**config.mk**
```make
export PLATFORM = sky130hd
export DESIGN_NAME = rgb888_bayer_mosaic
export DESIGN_NICKNAME = d
export VERILOG_FILES = /design/src/rtl/rgb888_bayer_mosaic.sv
export SDC_FILE = /design/constraint.sdc
export NUM_CORES = 1
export LEC_CHECK = 0
export BUFFER_PORTS_ARGS = -buffer_cell sky130_fd_sc_hd__buf_2
export CORE_MARGIN = 2
export CORE_UTILIZATION = 53
export CTS_CLUSTER_SIZE = 28
export DETAILED_ROUTE_END_ITERATION = 10
export PLACE_DENSITY = 0.76
export SETUP_SLACK_MARGIN = 0.5
export SYNTH_ARGS = -nofsm -noshare
export SYNTH_HDL_FRONTEND = slang
export SYNTH_SLANG_ARGS = --single-unit
```
**constraint.sdc**
```tcl
create_clock -name clk -period 2.6 [get_ports clk]
set_input_delay 0.39 -clock clk [delete_from_list [all_inputs] [get_ports clk]]
set_output_delay 0.39 -clock clk [all_outputs]
set_load 0.05 [all_outputs]
```
**src/rtl/rgb888_bayer_mosaic.sv**
```systemverilog
// RGB888 -> 8-bit Bayer RAW re-mosaic with one-cycle latency.
// Also checks frame geometry and reports the result once per frame.
module rgb888_bayer_mosaic #(
    parameter logic [10:0] IMG_HDISP     = 11'd640,
    parameter logic [10:0] IMG_VDISP     = 11'd480,
    parameter logic [1:0]  BAYER_PATTERN = 2'b00
) (
    input  logic       clk,
    input  logic       rst,
    input  logic       per_frame_vsync,
    input  logic       per_frame_href,
    input  logic [7:0] per_img_red,
    input  logic [7:0] per_img_green,
    input  logic [7:0] per_img_blue,
    output logic       post_frame_vsync,
    output logic       post_frame_href,
    output logic [7:0] post_img_RAW,
    output logic       post_frame_done,
    output logic       post_line_err,
    output logic       post_frame_err
);

    localparam logic [10:0] IDX_MAX = 11'd2047;

    logic        vsync_q, vsync_d;
    logic        href_q, href_d;
    logic [7:0]  raw_q, raw_d;
    logic        done_q, done_d;
    logic        line_err_q, line_err_d;
    logic        frame_err_q, frame_err_d;
    logic        line_acc_q, line_acc_d;
    logic [10:0] pix_q, pix_d;
    logic [10:0] line_q, line_d;

    logic        href_fall;
    logic        frame_end;
    logic        line_bad;
    logic [1:0]  phase;
    logic [10:0] pix_inc;
    logic [10:0] line_inc;
    logic [10:0] line_final;

    // The registered href/vsync copies double as the edge-detect history.
    always_comb begin
        href_fall  = href_q & ~per_frame_href;
        frame_end  = vsync_q & ~per_frame_vsync;
        line_bad   = (pix_q != IMG_HDISP);
        phase      = {line_q[0], pix_q[0]} ^ BAYER_PATTERN;
        pix_inc    = (pix_q == IDX_MAX) ? IDX_MAX : pix_q + 11'd1;
        line_inc   = (line_q == IDX_MAX) ? IDX_MAX : line_q + 11'd1;
        line_final = href_fall ? line_inc : line_q;

        vsync_d = per_frame_vsync;
        href_d  = per_frame_href;

        raw_d = 8'd0;
        if (per_frame_href) begin
            case (phase)
                2'b00:   raw_d = per_img_red;
                2'b11:   raw_d = per_img_blue;
                default: raw_d = per_img_green;
            endcase
        end

        pix_d = per_frame_href ? pix_inc : 11'd0;

        line_d = line_q;
        if (!per_frame_vsync) begin
            line_d = 11'd0;
        end else if (href_fall && vsync_q) begin
            line_d = line_inc;
        end

        done_d      = 1'b0;
        line_err_d  = line_err_q;
        frame_err_d = frame_err_q;
        line_acc_d  = line_acc_q;
        // A line still open (or just closing) at frame end is checked before reporting.
        if (frame_end) begin
            done_d      = 1'b1;
            line_err_d  = line_acc_q | (href_q & line_bad);
            frame_err_d = (line_final != IMG_VDISP);
            line_acc_d  = 1'b0;
        end else if (href_fall && vsync_q && line_bad) begin
            line_acc_d = 1'b1;
        end
    end

    always_ff @(posedge clk) begin
        if (rst) begin
            vsync_q     <= 1'b0;
            href_q      <= 1'b0;
            raw_q       <= 8'd0;
            done_q      <= 1'b0;
            line_err_q  <= 1'b0;
            frame_err_q <= 1'b0;
            line_acc_q  <= 1'b0;
            pix_q       <= 11'd0;
            line_q      <= 11'd0;
        end else begin
            vsync_q     <= vsync_d;
            href_q      <= href_d;
            raw_q       <= raw_d;
            done_q      <= done_d;
            line_err_q  <= line_err_d;
            frame_err_q <= frame_err_d;
            line_acc_q  <= line_acc_d;
            pix_q       <= pix_d;
            line_q      <= line_d;
        end
    end

    assign post_frame_vsync = vsync_q;
    assign post_frame_href  = href_q;
    assign post_img_RAW     = raw_q;
    assign post_frame_done  = done_q;
    assign post_line_err    = line_err_q;
    assign post_frame_err   = frame_err_q;

endmodule
```
==> results of run 1 <==
power by group through the flow:
stage / clock network, uW / logic [uW] / registers [uW]
floorplan: 0 / 47.8 / 624
global placement: 0 / 127 / 583
detailed placement: 0 / 129 / 584
CTS: 326 / 129 / 571
global route: 351 / 141 / 573
finish: 316 / 128 / 571
worst paths after layout:
| check | startpoint | end | slack (ns) | cells after the start |
|---|---|---|---|---|
| worst max-delay path | line_q[1] | line_q[5] | 0.67 | 5 |
| worst min register to register | pix_q[10] | pix_q[10] | 0.50 | 2 |
| worst min-delay path | rst | post_line_err | 0.25 | 2 |
| worst max register to register | line_q[1] | line_q[5] | 0.67 | 5 |
Yosys cell counts (all sizes together) (2+ instances only):
cell type / n
xor2: 5
clkbuf: 7
a22oi: 8
xnor2: 5
nor2: 35
nor3: 8
a211oi: 4
nand2b: 4
mux2i: 2
a31oi: 5
dfxtp: 36
a21oi: 25
inv: 9
a211o: 2
nor4: 3
nand3: 11
nand2: 13
nor2b: 3
and3: 3
buf: 3
o21ai: 5
ha: 5
or2: 2
metrics by stage:
step	utilization [%]	total power, uW	setup WS [ns]	hold WS [ns]	instance area [um2]
floorplan	-	672	0.719	0.450	1750
global placement	63.0	711	0.720	0.470	1950
detailed placement	63.0	712	0.654	0.479	1950
CTS	65.0	1030	0.630	0.252	2020
global route	65.0	1070	0.499	0.249	2020
finish	65.0	1020	0.671	0.252	2020
registers in the layout (all words and copies together), names as in the netlist:
register,flops
post_img_RAW,8
post_frame_err,1
post_frame_done,1
line_q,11
post_frame_vsync,1
post_frame_href,1
post_line_err,1
line_acc_q,1
pix_q,11
cell type report:
cell class,count,area share (%)
Timing Repair Buffer,40,9.92
Inverter,9,1.67
Multi-Input combinational cell,161,46.9
Clock buffer,6,2.54
Sequential cell,36,35.7
Clock inverter,2,0.496
Tap cell,44,2.73
layout by cell type, fill, tap and decap left out, drive strengths merged, types with 3 or more instances in the layout:
master | Yosys | layout
a211oi | 4 | 4
a21oi | 25 | 25
a22oi | 8 | 8
a31oi | 5 | 5
and3 | 3 | 3
buf | 3 | 40
clkbuf | 7 | 6
dfxtp | 36 | 36
ha | 5 | 5
inv | 9 | 9
nand2 | 13 | 13
nand2b | 4 | 4
nand3 | 11 | 11
nor2 | 35 | 35
nor2b | 3 | 3
nor3 | 8 | 8
nor4 | 3 | 3
o21ai | 5 | 5
xnor2 | 5 | 5
xor2 | 5 | 5
metal layers:
metal  vias to the layer above  wire [um]  track usage [%]
met5                         -          0                0
met4                         0         64             11.9
met3                         8        220             5.88
met2                        57       1590             34.0
met1                       739       1710             27.7
li1                        842          -                -
cell families after synthesis:
logic type               Yosys count
adder cells (fa/ha/maj)            5
flip-flops                        36
AND/OR/NAND/NOR                   88
XOR/XNOR                          10
multiplexers                       2
AO/OA/AOI/OAI                     56
buffers and inverters             19
worst max-delay path, stage by stage, from the launching register on:
cell and delay, ns:
dfxtp_1 0.44, ha_2 0.30, nand4_1 0.19, or3_1 0.46, a211o_2 0.35, a21oi_1 0.11
==> run metrics, run 1 <==
first-pass GRT wire length=6.09 mm; final setup fails=0; DR WL/cell=12.0 um; Worst VDD drop=about 0.00028 V; Int Pwr=737 uW; Site Rows=20; sequential power share=56.3%; setup bufs post-CTS=0; max-slew violation count=0; CP Data Required Time=2.87 ns; Fillers=roughly 300; global-route usage over all layers=21.9%; Hold WC Path Type=primary input to flip-flop; DRC viols=0; synth-to-layout area growth=15.4%; Worst setup EP type=flip-flop; IO Pins=between 40 and 50; sequential share of the synthesized area=41.2%; clock slew at reported path FFs=0.11 ns; Routed WL=roughly 3.6 mm; Synth Area per Inst=8.10 um2; Synth Area in Simple Gates=around a quarter; Clock Path Buffers=2; Sw Pwr=279 uW; Final period util=74.2%; CTS buffer count=5; WP data arrival=~2.2 ns; Syn Inst Count=216; fmax=518 MHz; cts hold-fix bufs=0; Critical Path Fanout Max=9; maxcap violations=0; Die Area=3780 um2; hpwl dp=2.62 mm; Root Buffer=clkbuf_4; Pre-antenna DRT Iters=4; Core Area=slightly above 3000 um2; global route overflow=0; CTS tree=built; combinational family with the most area after synthesis=simple AND/OR/NAND/NOR gates; LEAKAGE=0.000780 uW; Post-synth EDFFs=0; Die H=61.5 um; Adder-Cell Fraction of Synth Area=between 3 and 4%; Synth Area in XOR/XNOR=5.01%; setup TNS=0 ns; Post-Synthesis Cell Area=1750 um2; initial antenna violation count=0; vias=1646; Least-Margin Pin Slew=0.742 ns; ant diodes=0; Final nets=about 290; Startpoint Class=flip-flop; YS warnings=0; Most used DFF post-synth=dfxtp_1; syn_nets=roughly 250; FFs w/ async S/R, synth=0%; clock period minus worst slack=1.93 ns; Die X=61.5 um; drt via density=between 5 and 6; area of the multi-input gates=roughly 950 um2; sequential cell area=721 um2; share of layout cells above drive strength 1=21.3%; Worst-Skew Late Latency=0.35 ns; Comb power frac=12.6%; power per cell area=503 nW/um2; vias in the first global route=1442; Initial Utilization=56.4%; Inst Count DP=290; H-tree depth=2; relative slew slack=50.6%; post-route ant nets=0; Compound-Gate Fraction of Synth Area=between 10% and 20%; RSZ-0062 raised after global routing=no; cts repair resizes=0; Unique masters post-synth=around 40; initial DRC count=89; area leader, netlist=dfxtp_1; clock network power share=31.1%; synthesis-stage register bit count=36; ranking of synthesized cells by area=dfxtp_1 (41%), nor2_1 (7.5%), a21oi_1 (7.2%), ha_1 (3.6%), a22oi_1 (3.4%); Clock Skew=around 0.013 ns; outcome=finished clean; Layout Cells excl Fill=298; I/O Buffers=40; post-synthesis mux area share=1.14%; largest net degree at the start of global routing=21; RD Place Congestion=0.924; final hold viol count=0; WS Path Type=flip-flop to flip-flop; CTS Sinks=36; Net Sw Frac=27.4%; Synth top area share=41.2%
Power figures use the tool's default switching activity.
==> run 2, diff against run 1 <==
--- a/config.mk
+++ b/config.mk
@@ -7,10 +7,10 @@
 export LEC_CHECK = 0
 export BUFFER_PORTS_ARGS = -buffer_cell sky130_fd_sc_hd__buf_2
 export CORE_MARGIN = 2
-export CORE_UTILIZATION = 53
+export CORE_UTILIZATION = 48
 export CTS_CLUSTER_SIZE = 28
 export DETAILED_ROUTE_END_ITERATION = 10
-export PLACE_DENSITY = 0.76
+export PLACE_DENSITY = 0.72
 export SETUP_SLACK_MARGIN = 0.5
 export SYNTH_ARGS = -nofsm -noshare
 export SYNTH_HDL_FRONTEND = slang
==> constraint.sdc (replaced) <==
create_clock -name clk -period 1.55 [get_ports clk]
set_input_delay 0.2325 -clock clk [delete_from_list [all_inputs] [get_ports clk]]
set_output_delay 0.2325 -clock clk [all_outputs]
set_load 0.05 [all_outputs]
==> run 2 against run 1 <==
  * The flow now finishes with violations (negative setup slack)
  * Sequential cell count is the same
  * Critical endpoint is now post_frame_err
  * First-iteration DRC count grew 80%
  * Highest routed layer unchanged
  * Wire length grew 70%
  * Cell count grew 13%
  * Combinational power grew to 2.6 times the previous value
  * Setup slack lost 0.79 ns
  * Global-route usage grew 5.1 points
==> run metrics, run 2 (same netlist as run 1, synthesis figures left out) <==
Sw Pwr=516 uW (+85%); synth-to-layout area growth=64.9%; outcome=finished, violations left; worst r2r src=line_q[1]; CP Depth=7 (+2); critical-path cell list=ha_4 -> nand4_1 -> buf_4 -> xnor2_2 -> a31oi_1 -> nor4_1 -> o221ai_1; IO Pins=41 (unchanged); CTS tree=built; I/O Buffers=40 (unchanged); share of layout cells above drive strength 1=60.8% (+40 points); Place WS=-0.0171 ns (-0.671 ns); critical path's slowest cell=dfxtp_4; Initial Utilization=51.2% (-5.2 points); Critical Path Source=line_q[1]; Final period util=108% (+34 points); Die X=64.4 um (+4.7%); drt via density=5.89 (+6.6%); Startpoint Class=flip-flop; fmax=598 MHz (+15%); largest net degree at the start of global routing=21 (unchanged); Clock Path Buffers=2 (unchanged); r2r setup slk=-0.12 ns (-0.79 ns); Worst-Skew Late Latency=0.34 ns (about the same); global route overflow=0 (unchanged); post-route ant nets=0 (unchanged); R2R cell count=7 (+2); final setup fails=5 (+5); RD Place Congestion=0.932 (+0.84%); WS Path Type=flip-flop to flip-flop; clock slew at reported path FFs=0.11 ns (about the same); ant diodes=0 (unchanged); Core Area=3420 um2 (+10%); Critical Path Fanout Max=6 (-3); initial DRC count=160 (+80%); Final nets=323 (+13%); Reg2Reg Capture Point=post_frame_err; failing checks=negative setup slack; LEAKAGE=0.00111 uW (+43%); Die Area=4140 um2 (+9.7%); leading cell types in the layout, fill and taps excluded=nor2_1 (27), buf_2 (27), buf_4 (27); relative slew slack=62.4% (+12 points); DRC viols=0 (unchanged); clock period minus worst slack=1.67 ns (-0.257 ns); final hold viol count=0 (unchanged); CP Data Required Time=1.76 ns (-1.11 ns); maxcap violations=0 (unchanged); CTS buffer count=5 (unchanged); hpwl dp=3.14 mm (+20%); Root Buffer=clkbuf_4; Bufs and invs on worst path=1 (+1); Int Pwr=1260 uW (+71%); Pre-antenna DRT Iters=5 (+1); Die H=64.4 um (+4.7%); Fin Hold WS=0.112 ns (-0.140 ns); total power=1780 uW (+75%); Net Sw Frac=29.1% (+1.6 points); Worst setup EP type=flip-flop; H-tree depth=2 (unchanged); Least-Margin Pin Slew=0.564 ns (-0.177 ns); Clock Skew=0.00750 ns (-0.00556 ns); slowest stage delay, CP=0.40 ns (-0.06 ns); crit-path leading delay family=flip-flops; Critical Path End=post_frame_err; vias in the first global route=1901 (+32%); clock network power share=27.4% (-3.7 points); cts hold-fix bufs=0 (unchanged); sequential power share=53.7% (-2.6 points); max-slew violation count=0 (unchanged); DR WL/cell=18.1 um (+50%); Comb power frac=18.9% (+6.3 points); RSZ-0062 raised after global routing=yes; Hold WC Path Type=primary input to flip-flop; Worst VDD drop=0.000544 V (+94%); first-pass GRT wire length=8.80 mm (+44%); Routed WL=6.08 mm (+70%); CTS Sinks=36 (unchanged); WP data arrival=1.88 ns (-0.32 ns); global-route usage over all layers=27.0% (+5.1 points); Site Rows=21 (+5.0%); vias=1984 (+21%); initial antenna violation count=0 (unchanged); Final WS setup=-0.122 ns (-0.793 ns); power per cell area=616 nW/um2 (+22%)
-- run 2: layer usage --
metal / vias up / global-route usage (%) / part of all wire [%]
met1: 927 / 34.8 / 38
met2: 117 / 45.8 / 51
met3: 23 / 4.93 / 7.3
li1: 917 / - / -
met5: - / 0 / 0
met4: 0 / 8.51 / 3.0
-- run 2: how the worst min path moves through the flow --
stage / from / to / slack (ns) / cells past startpoint
floorplan: rst / post_line_err / 0.31 / 1
global route: per_img_green[0] / post_img_RAW[0] / 0.13 / 3
finish: per_img_green[4] / post_img_RAW[4] / 0.11 / 3
detailed placement: per_img_green[7] / post_img_RAW[7] / 0.47 / 3
CTS: rst / post_line_err / 0.11 / 2
global placement: per_img_green[4] / post_img_RAW[4] / 0.46 / 3
-- run 2: final cells by class --
type | instances | area [um2]
Timing Repair Buffer | 76 | 634
Clock inverter | 1 | 5.00
Inverter | 9 | 36.3
Fill cell | 195 | 532
Tap cell | 46 | 57.6
Sequential cell | 36 | 793
Multi-Input combinational cell | 162 | 1310
Clock buffer | 7 | 45.0
-- run 2: power groups by stage --
stage | registers [uW] | clock network [uW] | logic, uW
floorplan | 1040 | 0 | 95.1
global placement | 976 | 0 | 234
detailed placement | 977 | 0 | 235
CTS | 960 | 479 | 291
global route | 957 | 541 | 357
finish | 955 | 486 | 336
-- run 2: metrics by stage --
stage	setup TNS, ns	cells	util [%]	area [um2]
final	-0.236	337	84.4	2880
after detailed placement	-0.0171	307	65.2	2230
after floorplan	-0.0412	216	-	1940
after global routing	-0.513	337	84.4	2880
after global placement	0	307	65.2	2230
after CTS	0	331	78.4	2680
-- run 2: what timing repair did --
item                                    in CTS  in global routing
gates cloned                                 1                  0
setup buffers                               15                  6
gates resized for setup                     87                 43
pin swaps                                   13                 16
endpoints found under the setup margin      46                 47
-- run 2: tightest hold or removal path: cells and delay by family --
family,cells,cell delay (ns)
compound gates,1,0.05
simple gates,1,0.07
buf+inv,1,0.07
